==> config.mk <==
export PLATFORM = sky130hd
export DESIGN_NAME = sram_arb_ctrl_flat
export DESIGN_NICKNAME = d
export VERILOG_FILES = /design/src/rtl/sram_ctrl_pkg.sv /design/src/rtl/sram_arb_ctrl_if.sv /design/src/rtl/rr_arb2.sv /design/src/rtl/sram_arb_ctrl.sv /design/src/flat_wrapper.sv
export SDC_FILE = /design/constraint.sdc
export NUM_CORES = 1
export LEC_CHECK = 0
export ABC_AREA = 1
export CAP_MARGIN = 40
export CORE_MARGIN = 5
export CORE_UTILIZATION = 40
export DETAILED_ROUTE_END_ITERATION = 8
export HOLD_SLACK_MARGIN = 0.02
export PLACE_DENSITY = 0.88
export SLEW_MARGIN = 20
export SYNTH_ARGS = -nofsm -noshare
export SYNTH_HDL_FRONTEND = slang
export SYNTH_SLANG_ARGS = --single-unit
export TNS_END_PERCENT = 20
==> constraint.sdc <==
create_clock -name clk -period 2.2 [get_ports clk]
set_input_delay 0.44 -clock clk [delete_from_list [all_inputs] [get_ports clk]]
set_output_delay 0.44 -clock clk [all_outputs]
set_load 0.02 [all_outputs]
==> src/rtl/sram_ctrl_pkg.sv <==
// Shared state encoding and default geometry for the two-port SRAM arbiter/controller.
package sram_ctrl_pkg;

  localparam int unsigned DefaultAw = 18;
  localparam int unsigned DefaultDw = 16;

  typedef enum logic [1:0] {
    StIdle   = 2'd0,
    StSetup  = 2'd1,
    StAccess = 2'd2,
    StTurn   = 2'd3
  } state_e;

endpackage

==> src/rtl/sram_arb_ctrl_if.sv <==
// Requester-side bus of the SRAM controller: two request ports plus shared completion/status.
interface sram_arb_ctrl_if
  import sram_ctrl_pkg::*;
#(
  parameter int unsigned AW = DefaultAw,
  parameter int unsigned DW = DefaultDw
);

  logic          req0;
  logic          req1;
  logic          we0;
  logic          we1;
  logic [AW-1:0] addr0;
  logic [AW-1:0] addr1;
  logic [DW-1:0] wdata0;
  logic [DW-1:0] wdata1;
  logic          ack0;
  logic          ack1;
  logic [DW-1:0] rdata;
  logic          busy;

  modport master (
    output req0, req1, we0, we1, addr0, addr1, wdata0, wdata1,
    input  ack0, ack1, rdata, busy
  );

  modport slave (
    input  req0, req1, we0, we1, addr0, addr1, wdata0, wdata1,
    output ack0, ack1, rdata, busy
  );

endinterface

==> src/rtl/rr_arb2.sv <==
// Two-port round-robin arbiter; a lone requester always wins, ties go to the port not granted last.
module rr_arb2 (
  input  logic       clk,
  input  logic       rst_n,
  input  logic [1:0] req,
  input  logic       advance,
  output logic [1:0] gnt
);

  // Index of the most recent grant; resets to 1 so port 0 wins the first tie.
  logic last_q;

  always_comb begin
    gnt = 2'b00;
    unique case (req)
      2'b01:   gnt = 2'b01;
      2'b10:   gnt = 2'b10;
      2'b11:   gnt = last_q ? 2'b01 : 2'b10;
      default: gnt = 2'b00;
    endcase
  end

  always_ff @(posedge clk or negedge rst_n) begin
    if (!rst_n) begin
      last_q <= 1'b1;
    end else if (advance && (gnt != 2'b00)) begin
      last_q <= gnt[1];
    end
  end

endmodule

==> src/rtl/sram_arb_ctrl.sv <==
// Two-port asynchronous SRAM controller: round-robin grant, then SETUP / ACCESS x N / TURN.
module sram_arb_ctrl
  import sram_ctrl_pkg::*;
#(
  parameter int unsigned ACCESS_CYC = 2,
  parameter int unsigned AW         = DefaultAw,
  parameter int unsigned DW         = DefaultDw
) (
  input  logic           clk,
  input  logic           rst_n,
  sram_arb_ctrl_if.slave bus,
  output logic [AW-1:0]  sram_addr,
  output logic           sram_cs_n,
  output logic           sram_oe_n,
  output logic           sram_we_n,
  output logic [DW-1:0]  sram_d_o,
  output logic           sram_d_oe,
  input  logic [DW-1:0]  sram_d_i
);

  localparam int unsigned    CntW    = $clog2(ACCESS_CYC + 1);
  localparam logic [CntW-1:0] CntLoad = CntW'(ACCESS_CYC - 1);

  state_e          state_q;
  logic [CntW-1:0] cnt_q;
  logic            we_q;
  logic            port_q;
  logic            ack0_q;
  logic            ack1_q;
  logic [DW-1:0]   rdata_q;
  logic [1:0]      gnt;
  logic            advance;

  // Arbitration history only moves when a request is actually accepted in IDLE.
  assign advance = (state_q == StIdle);

  rr_arb2 u_arb (
    .clk     (clk),
    .rst_n   (rst_n),
    .req     ({bus.req1, bus.req0}),
    .advance (advance),
    .gnt     (gnt)
  );

  always_ff @(posedge clk or negedge rst_n) begin
    if (!rst_n) begin
      state_q   <= StIdle;
      cnt_q     <= '0;
      we_q      <= 1'b0;
      port_q    <= 1'b0;
      ack0_q    <= 1'b0;
      ack1_q    <= 1'b0;
      rdata_q   <= '0;
      sram_addr <= '0;
      sram_cs_n <= 1'b1;
      sram_oe_n <= 1'b1;
      sram_we_n <= 1'b1;
      sram_d_o  <= '0;
      sram_d_oe <= 1'b0;
    end else begin
      ack0_q <= 1'b0;
      ack1_q <= 1'b0;
      unique case (state_q)
        StIdle: begin
          if (gnt != 2'b00) begin
            port_q    <= gnt[1];
            we_q      <= gnt[1] ? bus.we1 : bus.we0;
            sram_addr <= gnt[1] ? bus.addr1 : bus.addr0;
            sram_d_o  <= gnt[1] ? bus.wdata1 : bus.wdata0;
            sram_d_oe <= gnt[1] ? bus.we1 : bus.we0;
            sram_cs_n <= 1'b0;
            state_q   <= StSetup;
          end
        end
        StSetup: begin
          cnt_q     <= CntLoad;
          sram_oe_n <= we_q;
          sram_we_n <= !we_q;
          state_q   <= StAccess;
        end
        StAccess: begin
          if (cnt_q == '0) begin
            if (!we_q) begin
              rdata_q <= sram_d_i;
            end
            sram_cs_n <= 1'b1;
            sram_oe_n <= 1'b1;
            sram_we_n <= 1'b1;
            ack0_q    <= !port_q;
            ack1_q    <= port_q;
            state_q   <= StTurn;
          end else begin
            cnt_q <= cnt_q - CntW'(1);
          end
        end
        StTurn: begin
          // Write data was held through TURN; release the bus on the way back to IDLE.
          sram_d_oe <= 1'b0;
          state_q   <= StIdle;
        end
        default: state_q <= StIdle;
      endcase
    end
  end

  assign bus.ack0  = ack0_q;
  assign bus.ack1  = ack1_q;
  assign bus.rdata = rdata_q;
  assign bus.busy  = (state_q != StIdle);

endmodule

==> src/flat_wrapper.sv <==
// flat-port wrapper written by rule: the top's interface ports become plain ports
module sram_arb_ctrl_flat import sram_ctrl_pkg::*;
#(
  parameter int unsigned ACCESS_CYC = 2,
  parameter int unsigned AW         = DefaultAw,
  parameter int unsigned DW         = DefaultDw
)
  (clk, rst_n, sram_addr, sram_cs_n, sram_oe_n, sram_we_n, sram_d_o, sram_d_oe, sram_d_i, bus_req0, bus_req1, bus_we0, bus_we1, bus_addr0, bus_addr1, bus_wdata0, bus_wdata1, bus_ack0, bus_ack1, bus_rdata, bus_busy);
  sram_arb_ctrl_if #(.AW(AW), .DW(DW)) bus_i ();
  input  logic clk;
  input  logic rst_n;
  output logic [AW-1:0] sram_addr;
  output logic sram_cs_n;
  output logic sram_oe_n;
  output logic sram_we_n;
  output logic [DW-1:0] sram_d_o;
  output logic sram_d_oe;
  input  logic [DW-1:0] sram_d_i;
  input wire logic [$bits(bus_i.req0)-1:0] bus_req0;
  input wire logic [$bits(bus_i.req1)-1:0] bus_req1;
  input wire logic [$bits(bus_i.we0)-1:0] bus_we0;
  input wire logic [$bits(bus_i.we1)-1:0] bus_we1;
  input wire logic [$bits(bus_i.addr0)-1:0] bus_addr0;
  input wire logic [$bits(bus_i.addr1)-1:0] bus_addr1;
  input wire logic [$bits(bus_i.wdata0)-1:0] bus_wdata0;
  input wire logic [$bits(bus_i.wdata1)-1:0] bus_wdata1;
  output wire logic [$bits(bus_i.ack0)-1:0] bus_ack0;
  output wire logic [$bits(bus_i.ack1)-1:0] bus_ack1;
  output wire logic [$bits(bus_i.rdata)-1:0] bus_rdata;
  output wire logic [$bits(bus_i.busy)-1:0] bus_busy;
  assign bus_i.req0 = bus_req0;
  assign bus_i.req1 = bus_req1;
  assign bus_i.we0 = bus_we0;
  assign bus_i.we1 = bus_we1;
  assign bus_i.addr0 = bus_addr0;
  assign bus_i.addr1 = bus_addr1;
  assign bus_i.wdata0 = bus_wdata0;
  assign bus_i.wdata1 = bus_wdata1;
  assign bus_ack0 = bus_i.ack0;
  assign bus_ack1 = bus_i.ack1;
  assign bus_rdata = bus_i.rdata;
  assign bus_busy = bus_i.busy;
  sram_arb_ctrl #(.ACCESS_CYC(ACCESS_CYC), .AW(AW), .DW(DW)) u_core (.clk(clk), .rst_n(rst_n), .bus(bus_i), .sram_addr(sram_addr), .sram_cs_n(sram_cs_n), .sram_oe_n(sram_oe_n), .sram_we_n(sram_we_n), .sram_d_o(sram_d_o), .sram_d_oe(sram_d_oe), .sram_d_i(sram_d_i));
endmodule
### Yosys cells after proc, flatten, opt, wreduce, memory -nomap -nowiden

Index checks and enable logic that the tools add are counted.
W data, S select, Z words.

* bits in registers: 63
* input port bits: 90
* output and inout port bits: 57

* add/subtract/negate cells: 1
* equality and inequality tests: 9
* mux-type cells: 21
* bitwise logic cells: 1
* reductions and logical operators: 17

Operator list (count)
* $mux W18: 1
* $mux W16: 1
* $reduce_and A2 Y1: 5
* $reduce_bool A2 Y1: 5
* $eq A2 B2 Y1 const B: 4
* $mux W1: 8
* $mux W2: 4
* $pmux W1 S2: 4
* $pmux W2 S4: 1
* $pmux W2 S3: 1
* $reduce_and A3 Y1: 2
* $eq A2 B1 Y1 const B: 2
* $logic_not A2 Y1: 2
* $ne A2 B1 Y1 const B: 2
* $pmux W2 S2: 1
* $logic_not A1 Y1: 2
* $ne A2 B2 Y1 const B: 1
* $sub A2 B1 Y2 const B: 1
* $logic_and A1 B1 Y1: 1
* $not A1 Y1: 1

### Longest topological paths before layout

* word-level depth: 5
* gate-level depth with buffers: 8
* gate-level depth less buffers: 7

### Hierarchy

Synthesis repeated with hierarchy kept, for this count alone.

* cells, all modules: 401
* area, all modules: 3021.6 um^2

By module, submodules not included
* sram_arb_ctrl: times used 1, cells an instance 392, area an instance 2955.3 um^2, sequential area each 1555.2 um^2
* rr_arb2: times used 1, cells an instance 9, area an instance 66.3 um^2, sequential area each 26.3 um^2

### Least setup slack after synthesis

Ideal clock, no wire load.

* path kind: register to register
* start: register u_core.state_q[0]
* end: register u_core.rdata_q[0], in the netlist u_core.bus.rdata[0]
* arrival time: 1.232 ns
* data required time: 2.083 ns
* slack: 0.851 ns
* cell stages (with the launch flop): 9
* clock period less this slack: 1.349 ns
* cells stage by stage: dfrtp_1 -> inv_1 -> ha_1 -> nand2_1 -> inv_2 -> buf_4 -> buf_4 -> nand3_1 -> nand2_1

* word-level cells in the longest chain between the ends: 2

Ends and longest elaborated chain
* start: declaration: line sram_arb_ctrl.sv:24 `state_e state_q;`
* start signal: assignment: line sram_arb_ctrl.sv:47 `state_q <= StIdle;`
* start signal: assignment: line sram_arb_ctrl.sv:72 `state_q <= StSetup;`
* start signal: assignment: line sram_arb_ctrl.sv:79 `state_q <= StAccess;`
* $eq A2 B2 Y1: line sram_arb_ctrl.sv:63 `unique case (state_q)`
* $reduce_and A3 Y1 (no source line)
* end signal: assignment: line sram_arb_ctrl.sv:84 `rdata_q <= sram_d_i;`
* end: declaration: line sram_arb_ctrl.sv:30 `logic [DW-1:0] rdata_q;`

No other way between the ends.
A chain may end at the register's enable or synchronous reset.

### Worst setup path in the final report

* start: register u_core.state_q[0]
* end: output bus_busy

* word-level cells in the longest chain between the ends: 1

Ends and longest elaborated chain
* $reduce_bool A2 Y1: line sram_arb_ctrl.sv:109 `assign bus.busy = (state_q != StIdle);`
* end: declaration: line flat_wrapper.sv:30 `output wire logic [$bits(bus_i.busy)-1:0] bus_busy;`

No other way between the ends.

==> flow_summary.ini <==
[outcome]
outcome = completed

[power]
pwr-share-seq_pct = 32.3
powerDensity_nw_per_um2 = 1310
internal_power_mw = 3.72
total_power_mw = 6.29
total_switching_power_mw = 2.57
power.combinational.fraction_pct = 52.4
clockPowerShare_pct = 15.3
swShare_pct = 40.8
leakagePower_nw = 2.42
worst_ir_drop_vdd_mv = 0.610

[sta]
relSlewSlack_pct = 58.8
final-max-slew-violation-count = 0
final-setup-viol-count = 0
tns_ps = 0
postLayoutSetupSlackWorst_ps = 277
achievable-frequency_mhz = 520
setup_repair_after_global_routing_missed_its_margin = no
layout_worst_path_cycle_share_pct = 87.4
clock-skew-final_ps = 9.05
tightestPinTransition_ps = 618
hold_viol = 0
finalCriticalPeriod_ps = 1920

[placed_design]
gp_congestion = 0.886
dp.final_hpwl_um = 6820
placement.io_buffers = 146
place_worst_setup_slack_ps = 342

[drt]
drt_wl_total_um = 8870
detailedRoute.firstPassIterationCount = 5
drt_iter0_markers = 95
drt-vias-per-instance = 4.73
avg_wl_per_cell_um = 13.6
drc = 0
vias = 3093
drt.antenna.violating_nets = 0

[global_routing]
antenna_found_initial = 0
globalRouteMet3Util_pct = 6.03
global_route_wire_length_before_repair_um = 14600
first_global_vias = 3107
grt_start_max_net_pins = 36
grt_usage_pct = 18.6
grt-ovfl-total = 0
global_route.usage.met2_pct = 31.7
grt_most_used_layer = met2
groute.layer.met1.usage_pct = 22.5

[worst_setup_path]
worst_path_largest_cell_delay_ps = 390
crit_path_frequent_cell = sky130_fd_sc_hd__inv_1
cp.arrival_ps = 1480
setup.worst_path.end = bus_busy
timing.critical_path.from_type = flop
critical_path_required_ps = 1760
worst_r2r_path_depth = 7
timing.critical_path.fanout_max = 4
timing_worst_setup_path_type = reg -> out
timing.critical_path.slowest_stage_cell = sky130_fd_sc_hd__dfrtp_1
reg_to_reg_setup_timing_slack_ps = 650
crit_buf_inv = 3
cp-startpoint = u_core.state_q[0]
worstReg2RegStart = u_core.state_q[0]
crit_cells = 4
critical-path-top-delay-family = buffers and inverters
timing.critical_path.cells = inv_1 > ha_1 > inv_1 > dlygate4sd2_1
end_kind = output pin
critical_path.reg2reg.endpoint = u_core.bus.rdata[1]

[cells_and_area]
final.fill_count = 648
drive_gt1_share_pct = 6.52
finalNetCount = 643
areaGrowthSynthToFinish_pct = 56.0
finalCoreUtilization_pct = 62.9
antenna-diode-count = 0

[die]
boundaryPins = 147
die_width_um = 97.6
total_number_of_placement_rows = 32
dieArea_um2 = 9520
floorplan.core_area_um2 = 7610
initial_utilization_pct = 40.3
die_y_um = 97.6

[logic_synthesis]
synth.top_cells.by_area = sky130_fd_sc_hd__dfrtp_1, sky130_fd_sc_hd__nand2_1, sky130_fd_sc_hd__nand3_1
synth_top_area_share_pct = 48.1
synth_top_cell_by_area = sky130_fd_sc_hd__dfrtp_1
synth.ff_latch_count = 63
synth_area_per_cell_um2 = 7.67
synth_cells = 400
synth.most_common_cell = sky130_fd_sc_hd__nand2_1
ys_seq_area_share_pct = 51.5
synth_flop_cell = sky130_fd_sc_hd__dfrtp_1
synth_cell_type_count = 20
synth.cells.most_frequent = sky130_fd_sc_hd__nand2_1, sky130_fd_sc_hd__dfrtp_1, sky130_fd_sc_hd__nand3_1
post_synth_edffs = 0
netlist_area_um2 = 3070
synthesis.nets = 496
postSynth.asyncResetShare_pct = 100
yosys_warnings = 0

[clock_network]
root_buffer = sky130_fd_sc_hd__clkbuf_8
cts_buffers = 9
worstSkewPairLatency_ps = 320
cts-root-to-sink-buffers = 2
clk_pin_slew_worst_paths_ps = 70
cts-hold-fix-buffers = 0
tritoncts = done
cts_htree_levels = 3
cts_sinks = 63

[job]
drv_cap = 0

[min_path]
min_path_type = in -> async
==> state kept, by name, summed over array words and instances, names as in the netlist <==
name and flops:
u_core.sram_we_n 1, u_core.bus.ack0 1, u_core.sram_d_oe 1, u_core.bus.rdata 16, u_core.cnt_q 2, u_core.state_q 2
u_core.sram_addr 18, u_core.u_arb.last_q 1, u_core.sram_oe_n 1, u_core.sram_d_o 16, u_core.port_q 1, u_core.we_q 1
u_core.bus.ack1 1, u_core.sram_cs_n 1
==> stage by stage <==
stage          hold slack (ps)  std cells  area (um2)
2_1_floorplan              144        400        3070
3_3_place_gp               412        638        4600
3_5_place_dp               414        638        4600
4_1_cts                    136        654        4790
5_1_grt                    162        654        4790
6_report                   133        654        4790
==> logic make-up after synthesis <==
logic type | after synthesis | synth area share, %
AND/OR/NAND/NOR | 288 | 37.9
AO/OA/AOI/OAI | 9 | 1.63
buffers and inverters | 34 | 6.48
flip-flops | 63 | 51.5
adder cells (fa/ha/maj) | 6 | 2.45
==> worst register-to-register path, cell delays in order, from the launching register on <==
cell                      delay (ps)
sky130_fd_sc_hd__dfrtp_1         410
sky130_fd_sc_hd__inv_1           120
sky130_fd_sc_hd__ha_1            230
sky130_fd_sc_hd__nand2_1         120
sky130_fd_sc_hd__inv_2           160
sky130_fd_sc_hd__nand2_2         210
sky130_fd_sc_hd__nand2_1         130
sky130_fd_sc_hd__nand2_1          60
==> how the worst min path moves through the flow <==
stage | to | slack, ps | startpoint
after floorplan | u_core.bus.ack0 | 140 | rst_n
after global placement | u_core.bus.ack0 | 410 | u_core.port_q
after detailed placement | u_core.bus.ack0 | 410 | u_core.port_q
after CTS | u_core.bus.rdata[9] | 140 | rst_n
after global routing | u_core.sram_d_oe | 160 | rst_n
final | u_core.sram_d_oe | 130 | rst_n
==> final cells by class <==
type	instances	area (um2)	area share, %
clock buffers	12	145	3.03
clock inverters	4	45.0	0.941
inverters	13	48.8	1.02
multi-input cells	303	1290	26.9
flip-flops and latches	63	1580	33.0
well taps	102	128	2.67
repair buffers	157	1550	32.4
==> power by group through the flow <==
stage / clock network [mW] / registers (mW) / logic [mW]
2_1_floorplan: 0 / 2.61 / 1.24
6_report: 0.960 / 2.03 / 3.30
3_3_place_gp: 0 / 2.03 / 3.22
3_5_place_dp: 0 / 2.04 / 3.33
4_1_cts: 0.995 / 2.03 / 3.32
5_1_grt: 1.04 / 2.10 / 3.59
==> timing repair <==
action | CTS | global route
resized for setup | 1 | 0
buffers inserted | 0 | 0
setup endpoints to repair | 1 | 0
==> routing by layer <==
layer  routed length (um)  up-vias
met4                   70        0
met5                    0        -
met2                 4360      121
met3                  656        7
met1                 3780     1425
li1                     -     1540
==> placed cells by master (no fill, tap or decap), drive strengths merged <==
cell	synthesis	routed
bufinv	0	1
o22ai	1	1
nand3	55	55
o21ai	7	7
clkbuf	2	12
clkinv	1	4
nand2	226	226
dfstp	4	4
ha	6	6
nor2	7	7
clkdlybuf4s50	0	144
dfrtp	59	59
a21oi	1	1
dlygate4sd2	0	1
buf	19	12
inv	12	12
(Power assumes the default switching activity.)
